`src/rtl/bus_rr_arbiter.sv`:
```
// Round-robin bus arbiter: one owner at a time via IDLE/BBUSY/BWAIT/BFREE,
// released by done/dly or reclaimed by a BBUSY watchdog.
module bus_rr_arbiter #(
   parameter int N        = 4,
   parameter int IDW      = $clog2(N),
   parameter int MAX_BUSY = 64
) (
   input  logic           clk,
   input  logic           rst,
   input  logic [N-1:0]   req,
   input  logic           done,
   input  logic           dly,
   output logic [N-1:0]   gnt,
   output logic [IDW-1:0] gnt_id,
   output logic           busy,
   output logic           timeout
);

   localparam int CW = $clog2(MAX_BUSY);
   localparam logic [CW-1:0]  CNT_LAST = CW'(MAX_BUSY - 1);
   localparam logic [IDW-1:0] LAST_RST = IDW'(N - 1);

   typedef enum logic [1:0] {IDLE, BBUSY, BWAIT, BFREE} state_t;

   state_t         state, nxt_state;
   logic [IDW-1:0] last, nxt_id;
   logic [CW-1:0]  cnt;
   logic           arb_req, grant_new, expire, nxt_busy;

   // Rotate req so bit 0 is the index just after the previous owner, then
   // take the first set bit and map it back to an absolute index.
   function automatic logic [IDW-1:0] rr_pick(input logic [IDW-1:0] from,
                                              input logic [N-1:0]   r);
      logic [2*N-1:0] r2;
      logic [N-1:0]   rot;
      int             k;
      int             o;
      r2  = {r, r} >> (int'(from) + 1);
      rot = r2[N-1:0];
      k   = 0;
      for (int i = N - 1; i >= 0; i--)
         if (rot[i]) k = i;
      o = int'(from) + 1 + k;
      if (o >= N) o = o - N;
      return IDW'(o);
   endfunction

   assign arb_req   = |req;
   assign grant_new = (state == IDLE || state == BFREE) && arb_req;
   assign expire    = (state == BBUSY) && !done && (cnt == CNT_LAST);
   assign nxt_busy  = (nxt_state == BBUSY) || (nxt_state == BWAIT);

   always_comb begin
      nxt_state = state;
      nxt_id    = gnt_id;
      case (state)
         IDLE: begin
            if (arb_req) begin
               nxt_state = BBUSY;
               nxt_id    = rr_pick(last, req);
            end
         end
         BBUSY: begin
            if (done)        nxt_state = dly ? BWAIT : BFREE;
            else if (expire) nxt_state = BFREE;
         end
         BWAIT: begin
            if (!dly) nxt_state = BFREE;
         end
         BFREE: begin
            if (arb_req) begin
               nxt_state = BBUSY;
               nxt_id    = rr_pick(last, req);
            end else begin
               nxt_state = IDLE;
            end
         end
         default: nxt_state = IDLE;
      endcase
   end

   always_ff @(posedge clk or posedge rst) begin
      if (rst) begin
         state   <= IDLE;
         gnt     <= '0;
         gnt_id  <= '0;
         busy    <= 1'b0;
         timeout <= 1'b0;
         cnt     <= '0;
         last    <= LAST_RST;
      end else begin
         state   <= nxt_state;
         gnt_id  <= nxt_id;
         busy    <= nxt_busy;
         gnt     <= nxt_busy ? ({{(N-1){1'b0}}, 1'b1} << nxt_id) : '0;
         timeout <= expire;
         if (grant_new) last <= nxt_id;
         // Every entry to BBUSY comes through a fresh arbitration.
         if (grant_new)            cnt <= '0;
         else if (state == BBUSY)  cnt <= cnt + CW'(1);
      end
   end

endmodule

```
`config.mk`:
```
export PLATFORM = sky130hd
export DESIGN_NAME = bus_rr_arbiter
export DESIGN_NICKNAME = d
export VERILOG_FILES = /design/src/rtl/bus_rr_arbiter.sv
export SDC_FILE = /design/constraint.sdc
export NUM_CORES = 1
export LEC_CHECK = 0
export ABC_CLOCK_PERIOD_IN_PS = 2860
export BUFFER_PORTS_ARGS = -buffer_cell sky130_fd_sc_hd__buf_2
export CORE_ASPECT_RATIO = 1.25
export CORE_MARGIN = 8
export CORE_UTILIZATION = 55
export DETAILED_ROUTE_END_ITERATION = 10
export PLACE_DENSITY = 0.88
export SETUP_SLACK_MARGIN = 0.05
export SKIP_LAST_GASP = 1
export SLEW_MARGIN = 30
export SYNTH_ARGS = -nofsm -noshare
export SYNTH_HDL_FRONTEND = slang
export SYNTH_SLANG_ARGS = --single-unit
```
`constraint.sdc`:
```
create_clock -name clk -period 2.86 [get_ports clk]
set_input_delay 0.572 -clock clk [delete_from_list [all_inputs] [get_ports clk]]
set_output_delay 0.572 -clock clk [all_outputs]
set_load 0.005 [all_outputs]
```
After elaboration in Yosys (flattened, before gate mapping):

Index checks and enable logic that the tools add are counted.

* flip-flop bits (word level): 18
* word-level logic and storage cells: 54

* add/subtract/negate cells: 6
* magnitude comparators: 2
* eq/ne operators: 6
* shift-type cells: 2
* multiplexer cells: 22
* reductions and logical operators: 9

Operator list (number)
* 2-to-1 mux 32 bit: 6
* adder 4 x 32 -> 32 bit: 2
* greater-or-equal comparator 32 x 4 -> 1 bit, second input constant: 2
* >> shifter 8 x 32 -> 4 bit: 1
* 2-to-1 mux 2 bit: 9
* 2-to-1 mux 6 bit: 2
* one-hot mux 2 bit (4 select lines): 1
* adder 6 x 1 -> 6 bit, second input constant: 1
* equality test 2 bit, second input constant: 3
* equality test 6 bit, second input constant: 1
* equality test 2 x 1 -> 1 bit, second input constant: 2
* 2-to-1 mux 4 bit: 1
* one-hot mux 2 bit (2 select lines): 1
* OR reduction 4 bit: 1
* left shift 1 x 2 -> 4 bit, first input constant: 1
* subtractor 2 x 1 -> 2 bit, second input constant: 2
* adder 2 x 1 -> 3 bit, second input constant: 1
* logical AND 1 bit: 3
* zero test 2 bit: 1
* logical OR 1 bit: 2
* 2-to-1 mux 1 bit: 2
* nonzero test 2 bit: 1
* zero test 1 bit: 1

Depth between registers and ports, before layout:

* word-level depth: 15
* mapped depth: 9

Worst setup path after synthesis:

No wires, ideal clock.

* path kind: flip-flop to flip-flop
* start: register last[0]
* end: register gnt[3]
* setup time: 0.122 ns
* arrival time: 2.310 ns
* required time: 2.738 ns
* setup slack: 0.429 ns
* cell stages (with the launch flop): 9
* buffers on the path: 1
* period minus slack after synthesis: 2.431 ns
* path through: dfstp_2 -> clkbuf_1 -> nor2_1 -> a221oi_1 -> o211ai_1 -> ha_1 -> xnor2_1 -> xnor2_1 -> a2111oi_1

* longest elaborated chain between the ends: 15
* elaborated cells on any way between the ends: 22
* classes of those cells: add/sub (5); order compare (2); shift (2); mux (13)

RTL lines
* start, declared: RTL line 26 `logic [IDW-1:0] last, nxt_id;`
* start signal, assigned: RTL line 97 `if (grant_new) last <= nxt_id;`
* adder 2 x 1 -> 3 bit (*): RTL line 38, 43
* >> shifter 8 x 32 -> 4 bit: RTL line 38 `r2 = {r, r} >> (int'(from) + 1);`
* 2-to-1 mux 2 bit: RTL line 42 `if (rot[i]) k = i;`
* 2-to-1 mux 32 bit (3 in a row): RTL line 42
* 2-to-1 mux 32 bit: RTL line 71 `if (arb_req) begin`
* 2-to-1 mux 32 bit: RTL line 56 `case (state)`
* adder 4 x 32 -> 32 bit: RTL line 43 `o = int'(from) + 1 + k;`
* greater-or-equal comparator 32 x 4 -> 1 bit or subtractor 2 x 1 -> 2 bit (tied branches): RTL line 44 `if (o >= N) o = o - N;`
* 2-to-1 mux 2 bit: RTL line 44
* 2-to-1 mux 2 bit, on equally long branches: RTL line 71, 58
* one-hot mux 2 bit (2 select lines) (*): RTL line 56
* left shift 1 x 2 -> 4 bit (*): RTL line 95 `gnt <= nxt_busy ? ({{(N-1){1'b0}}, 1'b1} << nxt_id) : '0;`
* 2-to-1 mux 4 bit (*): RTL line 95
* end signal, assigned: RTL line 95
* end, declared: RTL line 13 `output logic [N-1:0] gnt,`

Mark *: on every way between the ends. The rest lies on a longest branch, timed or not. The select of a mux whose other input is x is not followed.
A chain may end at the register's enable or synchronous reset.

Final worst setup path:

Ends and elaborated chain as after synthesis.

==> impl_metrics.toml <==
[floorplanning]
core_area_sq_um = 2004
die_h_um = 67.59
dieArea_sq_um = 3871
num_rows = 18
dieWidth_um = 57.27
pin_count = 16
initial_core_util_pct = 58.43

[cts]
clockBufferDepth = 2
cts-root-buf = "clkbuf_4"
cts_setup_buffers = 0
htree_levels = 1
clock_latency_ps = 280
cts_resized = 0
cts_buffers = 3
cts_tree = "built"
path_clk_slew_ps = 100
holdBufCountCts = 0
cts.sinks = 18

[timing]
slew_headroom_pct = 55.71
maxSlewViolCount = 0
period_minus_slack_ps = 2587
setup_viol = 0
finalCritPeriodShare_pct = 90.46
grt_setup_unrepaired = "no"
hold_violations = 0
tightest_slew_ps = 663.6
skew_ps = 2.711
fmax_ghz = 0.3865
fin_tns_setup_ps = 0
layout_setup_ws_ps = 272.7

[logic_synthesis]
netlist_area_sq_um = 1171
ys_ff_latch = 18
seq_area_frac_synth_pct = 38.68
syn_inst = 123
ys_types = 47
synth_area_leaders = "dfrtp_1 (34%), ha_1 (6.4%), dfstp_2 (4.5%)"
synth_nets = 137
synth-main-ff-cell = "dfrtp_1"
yosysTopAreaCell = "dfrtp_1"
synth-edff-count = 0
yosys_warnings = 0
synth_top_area_share_pct = 34.19
synth_async_sr_flop_share_pct = 100.0
avgSynthCellArea_sq_um = 9.521

[global_routing]
grt_pass1_wl_um = 4160
grtUsageTotal_pct = 13.30
grt_antenna_before_repair = 0
grt_max_degree = 19
gr-total-overflow = 0
grt_pass1_vias = 973

[detailed_routing]
vias = 938
drt_pass1_iterations = 4
drt_wl_total_um = 2277
wl_per_cell_um = 14.50
ant_nets = 0
via_per_inst = 5.975
drcViolationCount = 0
drtIter0Drc = 31

[worst_setup_path]
endpoint_kind = "flip-flop"
critPathLaunchType = "flip-flop"
cp_cell_sequence = "nor2_1, a221oi_1, o211ai_1, ha_1, xnor2_1, xnor2_1, a2111oi_1"
path_class = "flip-flop to flip-flop"
crit_top_cell = "xnor2_1"
worstPathArrival_ps = 2730
cpPeakStageDelay_ps = 700
cp.required_ps = 3010
crit_family = "compound AO/OA/AOI/OAI gates"
worstPathMaxFanout = 15
slowest_stage = "dfstp_2"
path_buf_inv = 0
r2r_start = "last[0]$_DFFE_PP1P_"
cp-startpoint = "last[0]$_DFFE_PP1P_"

[finish]
syn2layout_area_growth_pct = 9.188
nFillCells = 168
drive_above_1_share_pct = 22.63
fin_area_sq_um = 1279
n_antenna_cell = 0
nets = 152

[flow_run]
cap_violations = 0

[min_path]
hold_class = "input pin to async pin"

[power_and_ir_drop]
powerDensity_nw_per_um2 = 1208
p_total_w = 0.001545
ir_worst_vdd_mv = 0.7526
leakage_nw = 0.5815

[placed_design]
dp_hpwl_um = 1833
post_dp_cell_area_sq_um = 1242
io_buffers = 15
place_ws_ps = 197.7
routabilityCongestion = 0.7760

[run_status]
status = "completed"
[kinds of logic (layout without fill, tap and decap cells)]
kind of cell,count (synthesis),count (layout),share of synthesized area [%]
adders and majority gates,6,6,6.410
muxes,2,2,1.709
AOI/OAI and AO/OA,29,29,18.91
DFF,18,18,38.67
buffers and inverters,14,28,5.342
xor gates and xnor gates,10,10,8.120
and+or+nand+nor,44,44,20.83
[worst reg2reg max path, cell delays in order, from the launching register on]
cell	delay, ps
dfstp_2	700
nor2_1	90
a221oi_1	250
o211ai_1	120
ha_1	230
xnor2_1	360
xnor2_1	200
a2111oi_1	490
[synthesized netlist by cell type (3+ instances only)]
cell and number:
o211ai_1 3, nor2_1 12, nand4_1 3, nand2_1 9, or3_1 3, o21ai_0 3, o21ai_1 4, xor2_1 4
dfrtp_1 16, a21oi_1 3, xnor2_1 5, inv_1 7, ha_1 6
[layout make-up]
| class | count | area, sq um | share of cell area [%] |
|---|---|---|---|
| Inverter | 9 | 33.78 | 2.642 |
| Sequential cell | 18 | 452.9 | 35.42 |
| Tap cell | 20 | 25.02 | 1.957 |
| Timing Repair Buffer | 15 | 75.07 | 5.871 |
| Multi-Input combinational cell | 91 | 655.6 | 51.27 |
| Clock buffer | 4 | 36.28 | 2.838 |
[metal layers]
layer	wire, um	global-route usage (%)	vias up
met5	0	0	-
met4	0	5.016	0
met3	40	1.901	0
met2	1295	26.55	22
met1	942	13.60	453
li1	-	-	463
[power breakdown]
group | total [W] | internal, W | switching, W
Clock | 0.000153 | 0.0000774 | 0.0000753
Sequential | 0.000451 | 0.000358 | 0.0000921
Combinational | 0.000941 | 0.000402 | 0.000539
[through the flow]
step | hold WS, ps | cells | util (%)
after floorplan | 509.1 | 123 | -
after global placement | 532.8 | 153 | 61.99
after detailed placement | 553.9 | 153 | 61.99
after CTS | 382.9 | 157 | 63.80
after global routing | 411.4 | 157 | 63.80
final | 363.0 | 157 | 63.80
[registers in the layout, indices dropped and copies added (netlist names)]
name / cells
gnt_id: 2
busy: 1
last: 2
gnt: 4
timeout: 1
state: 2
cnt: 6
[layout by cell type (no fill, tap or decap), types with 3 or more instances in the layout]
cell	Yosys	final
a21oi_1	3	3
buf_2	2	15
clkbuf_4	0	3
dfrtp_1	16	16
ha_1	6	6
inv_1	7	7
nand2_1	9	9
nand4_1	3	3
nor2_1	12	12
o211ai_1	3	3
o21ai_0	3	3
o21ai_1	4	4
or3_1	3	3
xnor2_1	5	5
xor2_1	4	4
[path summary, 6_finish.rpt]
kind,depth (start not counted),end,slack [ps]
max in group asynchronous,2,cnt[1]$_DFFE_PP0P_,2070
min in group clk,2,timeout$_DFF_PP0_,490
min reg2reg,2,cnt[5]$_DFFE_PP0P_,570
max reg2reg,7,gnt[3]$_DFF_PP0_,270
max,7,gnt[3]$_DFF_PP0_,270
min,2,cnt[2]$_DFFE_PP0P_,360
Note: power is estimated with default switching activity, not from simulation.
